==> config.mk <==
export PLATFORM = sky130hd
export DESIGN_NAME = seg7_scan_ctrl_flat
export DESIGN_NICKNAME = d
export VERILOG_FILES = /design/src/rtl/seg7_pkg.sv /design/src/rtl/seg7_scan_ctrl_if.sv /design/src/rtl/seg7_decode.sv /design/src/rtl/seg7_scan_ctrl.sv /design/src/flat_wrapper.sv
export SDC_FILE = /design/constraint.sdc
export NUM_CORES = 1
export LEC_CHECK = 0
export ABC_CLOCK_PERIOD_IN_PS = 4200
export CORE_MARGIN = 2
export CORE_UTILIZATION = 55
export DETAILED_ROUTE_END_ITERATION = 12
export GPL_ROUTABILITY_DRIVEN = 0
export PLACE_DENSITY = 0.8
export SLEW_MARGIN = 20
export SYNTH_ARGS = -nofsm -noshare
export SYNTH_HDL_FRONTEND = slang
export SYNTH_SLANG_ARGS = --single-unit
==> constraint.sdc <==
create_clock -name clk -period 4.2 [get_ports clk]
set_input_delay 0.63 -clock clk [delete_from_list [all_inputs] [get_ports clk]]
set_output_delay 0.63 -clock clk [all_outputs]
set_load 0.05 [all_outputs]
==> src/rtl/seg7_pkg.sv <==
// Purpose : shared types and constants for the 7-segment scan controller slice.
// Latency : n/a (types, constants only).
// Backpressure: n/a.
// Contents: seg_t (segments a..g, index 0 = a, active-low), SEG_BLANK,
//           SEG_TABLE (BCD 0..9 glyphs), state_t (per-slot scan phase).
package seg7_pkg;

    typedef logic [0:6] seg_t;

    localparam seg_t SEG_BLANK = 7'b1111111;

    // Active-low glyphs, bit order a,b,c,d,e,f,g.
    localparam seg_t SEG_TABLE [0:9] = '{
        7'b0000001,  // 0
        7'b1001111,  // 1
        7'b0010010,  // 2
        7'b0000110,  // 3
        7'b1001100,  // 4
        7'b0100100,  // 5
        7'b0100000,  // 6
        7'b0001111,  // 7
        7'b0000000,  // 8
        7'b0000100   // 9
    };

    typedef enum logic {
        ST_BLANK,
        ST_DRIVE
    } state_t;

endpackage

==> src/rtl/seg7_scan_ctrl_if.sv <==
// Purpose : load handshake between the BCD datapath and the scan controller.
// Latency : n/a (wires only).
// Backpressure: ready low means a value is already pending; load is ignored then.
// Signals : load (request), bcd_in (packed BCD, digit 0 in [3:0]), ready (pending empty).
interface seg7_scan_ctrl_if #(
    parameter int NUM_DIGITS = 4
) ();

    logic                    load;
    logic [4*NUM_DIGITS-1:0] bcd_in;
    logic                    ready;

    modport master (output load, output bcd_in, input ready);
    modport slave  (input load, input bcd_in, output ready);

endinterface

==> src/rtl/seg7_decode.sv <==
// Purpose : BCD nibble to active-low 7-segment glyph; codes 10..15 show nothing.
// Latency : combinational.
// Backpressure: none.
// Ports   : bcd (4b in), seg ([0:6] a..g out, active-low).
module seg7_decode
    import seg7_pkg::*;
(
    input  logic [3:0] bcd,
    output seg_t       seg
);

    always_comb begin
        seg = SEG_BLANK;
        if (bcd < 4'd10) begin
            seg = SEG_TABLE[bcd];
        end
    end

endmodule

==> src/rtl/seg7_scan_ctrl.sv <==
// Purpose : time-multiplexes one decoder over NUM_DIGITS common-anode digits with blanking gaps and leading-zero blanking.
// Latency : an/seg registered, 1 cycle behind scan state; new value appears from digit 0 of the frame after commit.
// Backpressure: one pending slot; ready drops after an accepted load and returns after the frame-end commit.
// Ports   : clk, rst (sync, active-high), lif (load/bcd_in/ready, slave), an (active-low enables),
//           seg ([0:6] a..g, active-low), frame_tick (pulse in last cycle of last digit slot).
module seg7_scan_ctrl
    import seg7_pkg::*;
#(
    parameter int NUM_DIGITS = 4,
    parameter int PRESCALE   = 50000,
    parameter int BLANK_CYC  = 16,
    parameter int LZ_BLANK   = 1
) (
    input  logic                  clk,
    input  logic                  rst,
    seg7_scan_ctrl_if.slave       lif,
    output logic [NUM_DIGITS-1:0] an,
    output seg_t                  seg,
    output logic                  frame_tick
);

    localparam int PCNT_W = $clog2(PRESCALE);
    localparam int IDX_W  = $clog2(NUM_DIGITS);

    // Scan state
    logic [PCNT_W-1:0] pcnt_q, pcnt_d;
    logic [IDX_W-1:0]  idx_q, idx_d;
    state_t            st_q, st_d;
    logic              slot_end;
    logic              last_digit;

    // Output staging
    logic [NUM_DIGITS-1:0] an_d;
    seg_t                  seg_d;
    seg_t                  dec_seg;

    // Value buffers
    logic [NUM_DIGITS-1:0][3:0] disp_q;
    logic [NUM_DIGITS-1:0][3:0] pend_q;
    logic                       pend_full_q;

    // Leading-zero mask: bit i set when digit i and everything above it are zero
    logic [NUM_DIGITS-1:0] lz_mask;
    logic                  zero_run;

    assign slot_end   = (pcnt_q == PCNT_W'(PRESCALE - 1));
    assign last_digit = (idx_q == IDX_W'(NUM_DIGITS - 1));
    assign frame_tick = slot_end && last_digit;
    assign lif.ready  = !pend_full_q;

    always_comb begin
        lz_mask  = '0;
        zero_run = 1'b1;
        for (int i = NUM_DIGITS - 1; i > 0; i--) begin
            zero_run   = zero_run && (disp_q[i] == 4'd0);
            lz_mask[i] = zero_run && (LZ_BLANK != 0);
        end
    end

    seg7_decode u_decode (
        .bcd (disp_q[idx_q]),
        .seg (dec_seg)
    );

    // Next-state and output staging
    always_comb begin
        st_d   = st_q;
        pcnt_d = slot_end ? '0 : pcnt_q + 1'b1;
        idx_d  = idx_q;
        an_d   = '1;
        seg_d  = SEG_BLANK;

        if (slot_end) begin
            idx_d = last_digit ? '0 : idx_q + 1'b1;
        end

        case (st_q)
            ST_BLANK: begin
                // Slot end never falls inside the blank gap since PRESCALE > BLANK_CYC
                if (pcnt_q == PCNT_W'(BLANK_CYC - 1)) begin
                    st_d = ST_DRIVE;
                end
            end
            ST_DRIVE: begin
                an_d[idx_q] = 1'b0;
                if (!lz_mask[idx_q]) begin
                    seg_d = dec_seg;
                end
                if (slot_end) begin
                    st_d = ST_BLANK;
                end
            end
            default: st_d = ST_BLANK;
        endcase
    end

    always_ff @(posedge clk) begin
        if (rst) begin
            st_q   <= ST_BLANK;
            pcnt_q <= '0;
            idx_q  <= '0;
            an     <= '1;
            seg    <= SEG_BLANK;
        end else begin
            st_q   <= st_d;
            pcnt_q <= pcnt_d;
            idx_q  <= idx_d;
            an     <= an_d;
            seg    <= seg_d;
        end
    end

    // Accept and commit are mutually exclusive: accept needs the slot empty, commit needs it full.
    always_ff @(posedge clk) begin
        if (rst) begin
            disp_q      <= '0;
            pend_q      <= '0;
            pend_full_q <= 1'b0;
        end else begin
            if (lif.load && !pend_full_q) begin
                pend_q      <= lif.bcd_in;
                pend_full_q <= 1'b1;
            end
            if (frame_tick && pend_full_q) begin
                disp_q      <= pend_q;
                pend_full_q <= 1'b0;
            end
        end
    end

endmodule

==> src/flat_wrapper.sv <==
// flat-port wrapper written by rule: the top's interface ports become plain ports
module seg7_scan_ctrl_flat import seg7_pkg::*;
#(
    parameter int NUM_DIGITS = 4,
    parameter int PRESCALE   = 50000,
    parameter int BLANK_CYC  = 16,
    parameter int LZ_BLANK   = 1
)
  (clk, rst, an, seg, frame_tick, lif_load, lif_bcd_in, lif_ready);
  seg7_scan_ctrl_if #(.NUM_DIGITS(NUM_DIGITS)) lif_i ();
  input  logic clk;
  input  logic rst;
  output logic [NUM_DIGITS-1:0] an;
  output seg_t seg;
  output logic frame_tick;
  input wire logic [$bits(lif_i.load)-1:0] lif_load;
  input wire logic [$bits(lif_i.bcd_in)-1:0] lif_bcd_in;
  output wire logic [$bits(lif_i.ready)-1:0] lif_ready;
  assign lif_i.load = lif_load;
  assign lif_i.bcd_in = lif_bcd_in;
  assign lif_ready = lif_i.ready;
  seg7_scan_ctrl #(.NUM_DIGITS(NUM_DIGITS), .PRESCALE(PRESCALE), .BLANK_CYC(BLANK_CYC), .LZ_BLANK(LZ_BLANK)) u_core (.clk(clk), .rst(rst), .lif(lif_i), .an(an), .seg(seg), .frame_tick(frame_tick));
endmodule
* Word level (Yosys, flattened, before mapping)
Memory sizes are Yosys's and may differ from the RTL's. A register that Yosys moved wholly into a read port is not among the register bits.
Cells that the tools add are included.
** Storage, ports and cells
- Register bits after elaboration :: 56
- ROM bits :: 112
- Bits of input ports :: 19
- Memories :: 1
** Memory list
- (no name shown) :: words 16, bits a word 7, rd ports 1, clocked after memory_dff 1, wr ports 0, RTL line seg7_decode.sv:15 : seg = SEG_TABLE[bcd];
** Operators by class
- Add/sub/neg operators :: 2
- $lt $le $gt $ge :: 3
- Eq/ne operators :: 3
- Muxes and demuxes :: 10
- Bitwise logic cells :: 4
- Reduce and logical (&&, ||, !) cells :: 14
** Operators by type and width (number)
- $add 16x1->16 const B :: 1
- $eq 16x16->1 const B :: 1
- $eq 16x4->1 const B :: 1
- $logic_not 4->1 :: 3
- $bmux 4 s2 :: 1
- $logic_and 1x1->1 :: 6
- $reduce_or 2->1 :: 3
- $not 4->5 :: 1
- $lt 4x4->1 const B :: 1
- $mux 1 :: 4
- $mux 4 :: 1
- $not 4->4 :: 1
- $reduce_or 4->1 :: 1
- $lt 2x3->1 const B :: 1
- $add 2x1->2 const B :: 1
- $bmux 1 s2 :: 1
- $demux 1 s2 :: 1
- $eq 2x2->1 const B :: 1
- $ge 2x1->1 const B :: 1
- $mux 2 :: 1
- $not 1->1 :: 2
- $pmux 1 s2 :: 1
- $logic_not 1->1 :: 1

* Longest topological paths before layout
Gate-level depths: netlist (run 1).
- Word-level depth :: 6
- Depth in mapped cells :: 8
- Mapped depth without buffers :: 7

* Hierarchy
Synthesis (run 1) repeated with hierarchy kept, for this count alone.
** Unflattened totals
- Cells, all modules :: 321
- Area total of the unflattened synthesis :: 2743.9 um^2
** By module, submodules not included
- seg7_scan_ctrl :: instances 1, cells each 291, area an instance 2546.2 um^2, seq. area each 1261.2 um^2
- seg7_decode :: instances 1, cells each 30, area an instance 197.7 um^2, seq. area each 0.0 um^2

* Least setup slack after synthesis (run 1)
OpenSTA, ideal clock, no wires.
- Path kind :: reg-to-output
- From :: register u_core.pcnt_q[7]
- To :: output frame_tick
- Arrival :: 1923 ps
- Setup slack :: 1647 ps
- Stages on the path, launching flop included :: 5
- Path buffers :: 1
- Cells stage by stage :: dfxtp_1 -> buf_6 -> nor4_4 -> nand3_2 -> nor3_1
** On the way
- Cells in the longest elaborated chain, start to end :: 2
** RTL lines
- start: declaration :: RTL line seg7_scan_ctrl.sv:26 : logic [PCNT_W-1:0] pcnt_q, pcnt_d;
- start signal: assignment :: RTL line seg7_scan_ctrl.sv:106 : pcnt_q <= pcnt_d;
- $eq 16x16->1 :: RTL line seg7_scan_ctrl.sv:46 : assign slot_end = (pcnt_q == PCNT_W'(PRESCALE - 1));
- $logic_and 1x1->1 :: RTL line seg7_scan_ctrl.sv:48 : assign frame_tick = slot_end && last_digit;
- end: declaration :: RTL line flat_wrapper.sv:15 : output logic frame_tick;
Every way passes these cells.

* Worst setup path after layout (run 1)
- From :: register u_core.idx_q[0]
- To :: output frame_tick
** On the way
- Cells in the longest elaborated chain, start to end :: 2
** RTL lines
- start: declaration :: RTL line seg7_scan_ctrl.sv:27 : logic [IDX_W-1:0] idx_q, idx_d;
- start signal: assignment :: RTL line seg7_scan_ctrl.sv:107 : idx_q <= idx_d;
- $eq 2x2->1 :: RTL line seg7_scan_ctrl.sv:47 : assign last_digit = (idx_q == IDX_W'(NUM_DIGITS - 1));
- $logic_and 1x1->1 :: RTL line seg7_scan_ctrl.sv:48
Every way passes these cells.

==> results of run 1 <==
==> layout make-up <==
type	count	area (µm²)	share of cell area, %
clock inverter	6	107.6	3.139
multi-input combinational	217	1468	42.81
sequential	63	1261	36.79
clock buffer	10	137.6	4.015
timing repair buffer	33	325.3	9.489
inverter	11	41.29	1.204
tap	70	87.58	2.555
==> flip-flops by register name, summed over array words and instances (netlist names) <==
signal,count
u_core.an,4
u_core.disp_q,16
u_core.idx_q,2
u_core.pcnt_q,16
u_core.pend_full_q,1
u_core.pend_q,16
u_core.seg,7
u_core.st_q,1
==> power by group <==
group / leakage, nW / internal [mW] / switching [mW] / total [mW]
Combinational: 0.607 / 0.0311 / 0.0292 / 0.0604
Sequential: 0.511 / 0.609 / 0.00666 / 0.616
Clock: 0.122 / 0.408 / 0.239 / 0.647
Total: 1.24 / 1.05 / 0.275 / 1.32
==> through the flow <==
stage	utilization (%)	area [µm²]
finish	67.55	3428
global route	67.55	3428
detailed placement	62.67	3181
CTS	67.50	3426
floorplan	-	2872
global placement	62.67	3181
==> cell usage after synthesis, types with 3 or more instances <==
cell,number
mux4_2,3
nor2_1,17
nor4_1,3
xor2_1,8
xnor2_1,4
nand4_1,6
ha_1,10
dfxtp_1,63
nand2b_1,32
nand3_1,4
inv_1,11
buf_6,3
clkbuf_1,11
a21oi_1,22
o21ai_1,4
o21ai_0,9
and3_1,6
and2_1,3
mux2i_1,16
nand2_1,41
or3_1,4
nor3_1,4
==> layer usage <==
layer,routed length (µm),GRT usage [%]
met1,2313,24.77
met2,2529,31.33
met3,255,5.095
met4,138,11.45
met5,0,0
==> worst max path at each step <==
stage,to,slack [ps],depth (start not counted)
after floorplan,frame_tick,1650,4
after global placement,frame_tick,1630,5
after detailed placement,frame_tick,1530,4
after CTS,frame_tick,1140,4
after global routing,frame_tick,1010,5
final,frame_tick,1160,4
==> cell families after synthesis <==
group | Yosys count | share of synthesized area [%]
compound gates | 39 | 7.277
buf+inv | 29 | 5.360
simple gates | 134 | 25.53
flops | 63 | 43.92
fa+ha+maj | 10 | 4.357
xor+xnor | 12 | 3.660
mux | 22 | 9.891
==> flow_summary_export.csv, run 1 <==
group,metric,value,unit
final_layout,layout-drive-gt1-share,8.824,%
die,dieArea,5815,µm²
die,num_rows,26,
final_layout,area_growth,19.39,%
setup_path,critPathLaunchType,"flop",
setup_path,cp.arrival,2410,ps
final_layout,diodes,0,
clock_tree,cts_tree,"yes",
setup_path,ff2ff_setup_slack,2050,ps
synth,ys_warn_count,0,
place,dp_worst_setup_slack,1527,ps
flow_run,drv_cap,0,
detailed_routing,drtIter0Drc,122,
min_path,min_to,"u_core.pcnt_q[0]$_SDFF_PP0_",
setup_path,cpPeakStageDelay,850,ps
place,dp.cells,394,
power_and_ir_drop,p_total,1.323,mW
timing,timing.final.max_slew_violations,0,
clock_tree,cts_buffer_depth,2,
min_path,min_from,"u_core.pcnt_q[0]$_SDFF_PP0_",
clock_tree,cts_inserted_buffers,9,
status,outcome,"completed",
final_layout,nNetsFinal,364,
setup_path,cp.required,3570,ps
synth,syn_avg_cell_area,9.293,µm²
die,die_h,76.26,µm
grt,overflow,0,
setup_path,r2r-end,"u_core.seg[1]$_SDFF_PP1_",
grt,grt_pass1_vias,1993,
clock_tree,cts_hold_buf,0,
synth,ys_types,42,
setup_path,cp_cell_sequence,"ha_1 > inv_1 > nor3_1 > clkdlybuf4s50_1",
synth,synth_top_cell_area_share,43.92,%
setup_path,crit_family,"buffers and inverters",
setup_path,setup.worst_path.start,"u_core.idx_q[0]$_SDFFE_PP0N_",
die,initial_core_util,56.58,%
timing,whs,448.2,ps
synth,ys_ff_latch,63,
clock_tree,postCtsSetupRepairBufs,0,
timing,finalCritPeriodShare,72.39,%
clock_tree,cts_root_buf,"clkbuf_8",
detailed_routing,routed_wl,5236,µm
timing,max-slew-margin-rel,56.74,%
timing,fin_worst_skew,5.941,ps
timing,tightest_slew,648.5,ps
timing,fmax,328.9,MHz
synth,ys_seq_area_share,43.92,%
timing,fin_ws,1159,ps
power_and_ir_drop,ir_drop,0.2416,mV
final_layout,layout_common_cells,"63 x dfxtp_1, 41 x nand2_1, 32 x nand2b_1",
clock_tree,cts_resized,0,
die,chipWidth,76.26,µm
grt,grt_pass1_wl,9204,µm
synth,ys_async_sr_fraction,0,%
clock_tree,clkSinkCount,63,
synth,synthTopCellsByArea,"dfxtp_1 44%, nand2b_1 7.0%, mux2i_1 5.6%, nand2_1 5.4%, ha_1 4.4%",
final_layout,n_fill_cell,430,
setup_path,timing.rr.start,"u_core.idx_q[0]$_SDFFE_PP0N_",
synth,synth_edf_count,0,
setup_path,reg2reg_depth,7,
grt,grt_start_max_net_pins,55,
setup_path,worst-path-buf-inv,2,
detailed_routing,via_per_inst,5.234,
min_path,holdPathStages,1,
min_path,hold_path_class,"reg2reg",
setup_path,crit_path_max_fanout,11,
timing,setup_violations,0,
synth,syn_nets,338,
clock_tree,clk-insertion-delay-late,340,ps
clock_tree,htree_num_levels,3,
timing,rsz0062_at_grt,"no",
detailed_routing,antenna_left,0,
synth,synth-main-ff-cell,"dfxtp_1",
power_and_ir_drop,p_leak,1.240,nW
final_layout,final_common_cell,"dfxtp_1",
timing,min_period,3041,ps
synth,synth.cell_area,2872,µm²
place,place_hpwl,3517,µm
setup_path,slowest_stage,"clkdlybuf4s50_1",
setup_path,cp-end-kind,"output pin",
final_layout,stdcell_count,410,
detailed_routing,drt_first_pass_iters,4,
clock_tree,clk_pin_slew,70,ps
synth,yosysTopAreaCell,"dfxtp_1",
detailed_routing,drt-wirelength-per-cell,12.77,µm
place,place.port_buffers,31,
detailed_routing,drc,0,
die,ios,32,
detailed_routing,num_vias,2146,
grt,grt_usage,19.91,%
die,core,5075,µm²
setup_path,criticalPathCategory,"reg2out",
grt,antenna_found_initial,0,
power_and_ir_drop,powerDensity,386.0,nW/µm²
timing,tns,0,ps
timing,finalHoldViolations,0,
synth,synthCells,309,
No activity file was read; power rests on OpenSTA's default activity.
==> inputs of run 2 (changes only) <==
Settings changed: ABC_CLOCK_PERIOD_IN_PS 4200 to 2600, CORE_UTILIZATION 55 to 50, PLACE_DENSITY 0.8 to 0.77.
Clock period 4.2 ns to 2.6 ns, I/O delays scaled along.
==> run 2 against run 1 <==
Total power up 34%. Count of clock-buffer cells in the layout up 1. Flip-flop and latch count unchanged. Clock power up 5.7%. Core utilization down 7.3 points. Highest routed layer unchanged. Sequential share of layout area up 0.98 points. Wire length down 7.6%. Via count down 4.0%. First-iteration DRC count down 30%. Register-to-register slack worse by 1600 ps. Worst hold slack worse by 9.7 ps. Die area up 9.5%.
==> flow_summary_export.csv, run 2 (synthesis results as in run 1) <==
group,metric,value,unit
timing,max-slew-margin-rel,58.39,%
setup_path,criticalPathCategory,"reg2out",
place,dp.cells,397,
final_layout,nNetsFinal,365,
detailed_routing,drt_first_pass_iters,4,
final_layout,layout_common_cells,"63 x dfxtp_1, 41 x nand2_1, 32 x nand2b_1",
detailed_routing,antenna_left,0,
grt,grt_pass1_vias,1893,
power_and_ir_drop,p_sw_share,21.91,%
die,core,5540,µm²
detailed_routing,num_vias,2060,
timing,timing.final.max_slew_violations,0,
power_and_ir_drop,powerDensity,532.2,nW/µm²
final_layout,final_cell_area,3339,µm²
setup_path,cp.required,2210,ps
final_layout,regArea,1261,µm²
timing,fin_worst_skew,11.63,ps
timing,fmax,457.7,MHz
die,chipWidth,79.78,µm
grt,busiest_layer,"met2",
clock_tree,clkSinkCount,63,
status,outcome,"completed",
setup_path,cp-end-kind,"output pin",
timing,tns,0,ps
final_layout,stdcell_count,410,
setup_path,cp.arrival,1790,ps
grt,grt_util_met3,4.525,%
detailed_routing,drtIter0Drc,86,
final_layout,finish.utilization,60.28,%
detailed_routing,routed_wl,4836,µm
grt,antenna_found_initial,0,
power_and_ir_drop,pwr-share-seq,56.0,%
flow_run,drv_cap,0,
clock_tree,clk_pin_slew,60,ps
timing,tightest_slew,623.7,ps
grt,grt_pass1_wl,8300,µm
detailed_routing,via_per_inst,5.024,
detailed_routing,drc,0,
place,place.port_buffers,31,
clock_tree,htree_num_levels,3,
power_and_ir_drop,internal_power,1.388,mW
timing,setup_violations,0,
detailed_routing,drt-wirelength-per-cell,11.80,µm
grt,grt_usage,17.02,%
power_and_ir_drop,power.switching,0.3895,mW
timing,min_period,2185,ps
clock_tree,cts_inserted_buffers,9,
final_layout,multi_input_area,1465,µm²
place,placed_area,3188,µm²
power_and_ir_drop,p_leak,1.205,nW
timing,finalCritPeriodShare,84.03,%
grt,grt_use_met2,25.63,%
grt,grt_util_met1,21.83,%
clock_tree,cts_tree,"yes",
clock_tree,postCtsSetupRepairBufs,0,
final_layout,top_regs,"u_core.disp_q: 16 flops, u_core.pcnt_q: 16 flops, u_core.pend_q: 16 flops",
die,die_h,79.78,µm
grt,overflow,0,
die,dieArea,6365,µm²
min_path,hold_path_class,"reg2reg",
setup_path,crit_path_max_fanout,11,
timing,finalHoldViolations,0,
power_and_ir_drop,combinationalPowerShare,5.5,%
die,initial_core_util,51.83,%
power_and_ir_drop,ir_drop,0.3780,mV
clock_tree,cts_hold_buf,0,
setup_path,critPathLaunchType,"flop",
clock_tree,cts_buffer_depth,2,
final_layout,area_growth,16.30,%
power_and_ir_drop,p_clk_share,38.5,%
clock_tree,cts_root_buf,"clkbuf_8",
place,place_hpwl,3406,µm
die,ios,32,
clock_tree,clk-insertion-delay-late,340,ps
final_layout,layout-drive-gt1-share,7.988,%
timing,whs,438.5,ps
clock_tree,cts_resized,0,
grt,grt_start_max_net_pins,43,
final_layout,diodes,0,
timing,rsz0062_at_grt,"no",
final_layout,n_fill_cell,483,
final_layout,final_common_cell,"dfxtp_1",
die,num_rows,27,
[run 2: cell count changes in the layout (fill, tap and decap cells not counted), sizes merged]
cell	delta
clkdlybuf4s50	-1
buf	+2
clkinvlp	-1
bufinv	-3
clkbuf	+1
[run 2: routing by layer]
| metal | vias to the layer above | part of all wire [%] | wire length (µm) |
|---|---|---|---|
| met3 | 10 | 4.0 | 193 |
| met1 | 922 | 50 | 2438 |
| met2 | 38 | 43 | 2077 |
| li1 | 1090 | - | - |
| met5 | - | 0 | 0 |
| met4 | 0 | 2.6 | 127 |
[run 2: worst paths after layout]
path                                     start                          end  slack, ps  cells after the start
setup / recovery  u_core.idx_q[0]$_SDFFE_PP0N_                   frame_tick        420                      4
hold / removal     u_core.pcnt_q[0]$_SDFF_PP0_  u_core.pcnt_q[0]$_SDFF_PP0_        440                      1
setup reg to reg  u_core.idx_q[0]$_SDFFE_PP0N_     u_core.seg[1]$_SDFF_PP1_        420                      7
hold reg to reg    u_core.pcnt_q[0]$_SDFF_PP0_  u_core.pcnt_q[0]$_SDFF_PP0_        440                      1
[run 2: cell type report]
class	instances	area share [%]
Sequential cell	63	37.77
Clock inverter	2	0.2997
Inverter	11	1.236
Timing Repair Buffer	34	9.891
Multi-Input combinational cell	217	43.87
Clock buffer	11	4.234
Tap cell	72	2.698
[run 2: per-stage QoR]
step / power [mW] / setup WS, ps
2_1_floorplan: 1.073 / 287.0
3_3_place_gp: 1.113 / 577.2
3_5_place_dp: 1.115 / 441.4
4_1_cts: 1.801 / 366.8
5_1_grt: 1.855 / 255.5
6_report: 1.777 / 415.3
[run 2: worst max-delay path: stages, from the launching register on]
cell     delay (ps)
dfxtp_1         580
ha_1            280
inv_1            90
nor3_1          260
buf_4           250
[run 2: power groups by stage]
stage / combinational (mW) / clock, mW / sequential [mW]
2_1_floorplan: 0.0596 / 0 / 1.01
3_3_place_gp: 0.0976 / 0 / 1.02
3_5_place_dp: 0.0992 / 0 / 1.02
4_1_cts: 0.0995 / 0.707 / 0.994
5_1_grt: 0.110 / 0.749 / 0.996
6_report: 0.0984 / 0.684 / 0.995
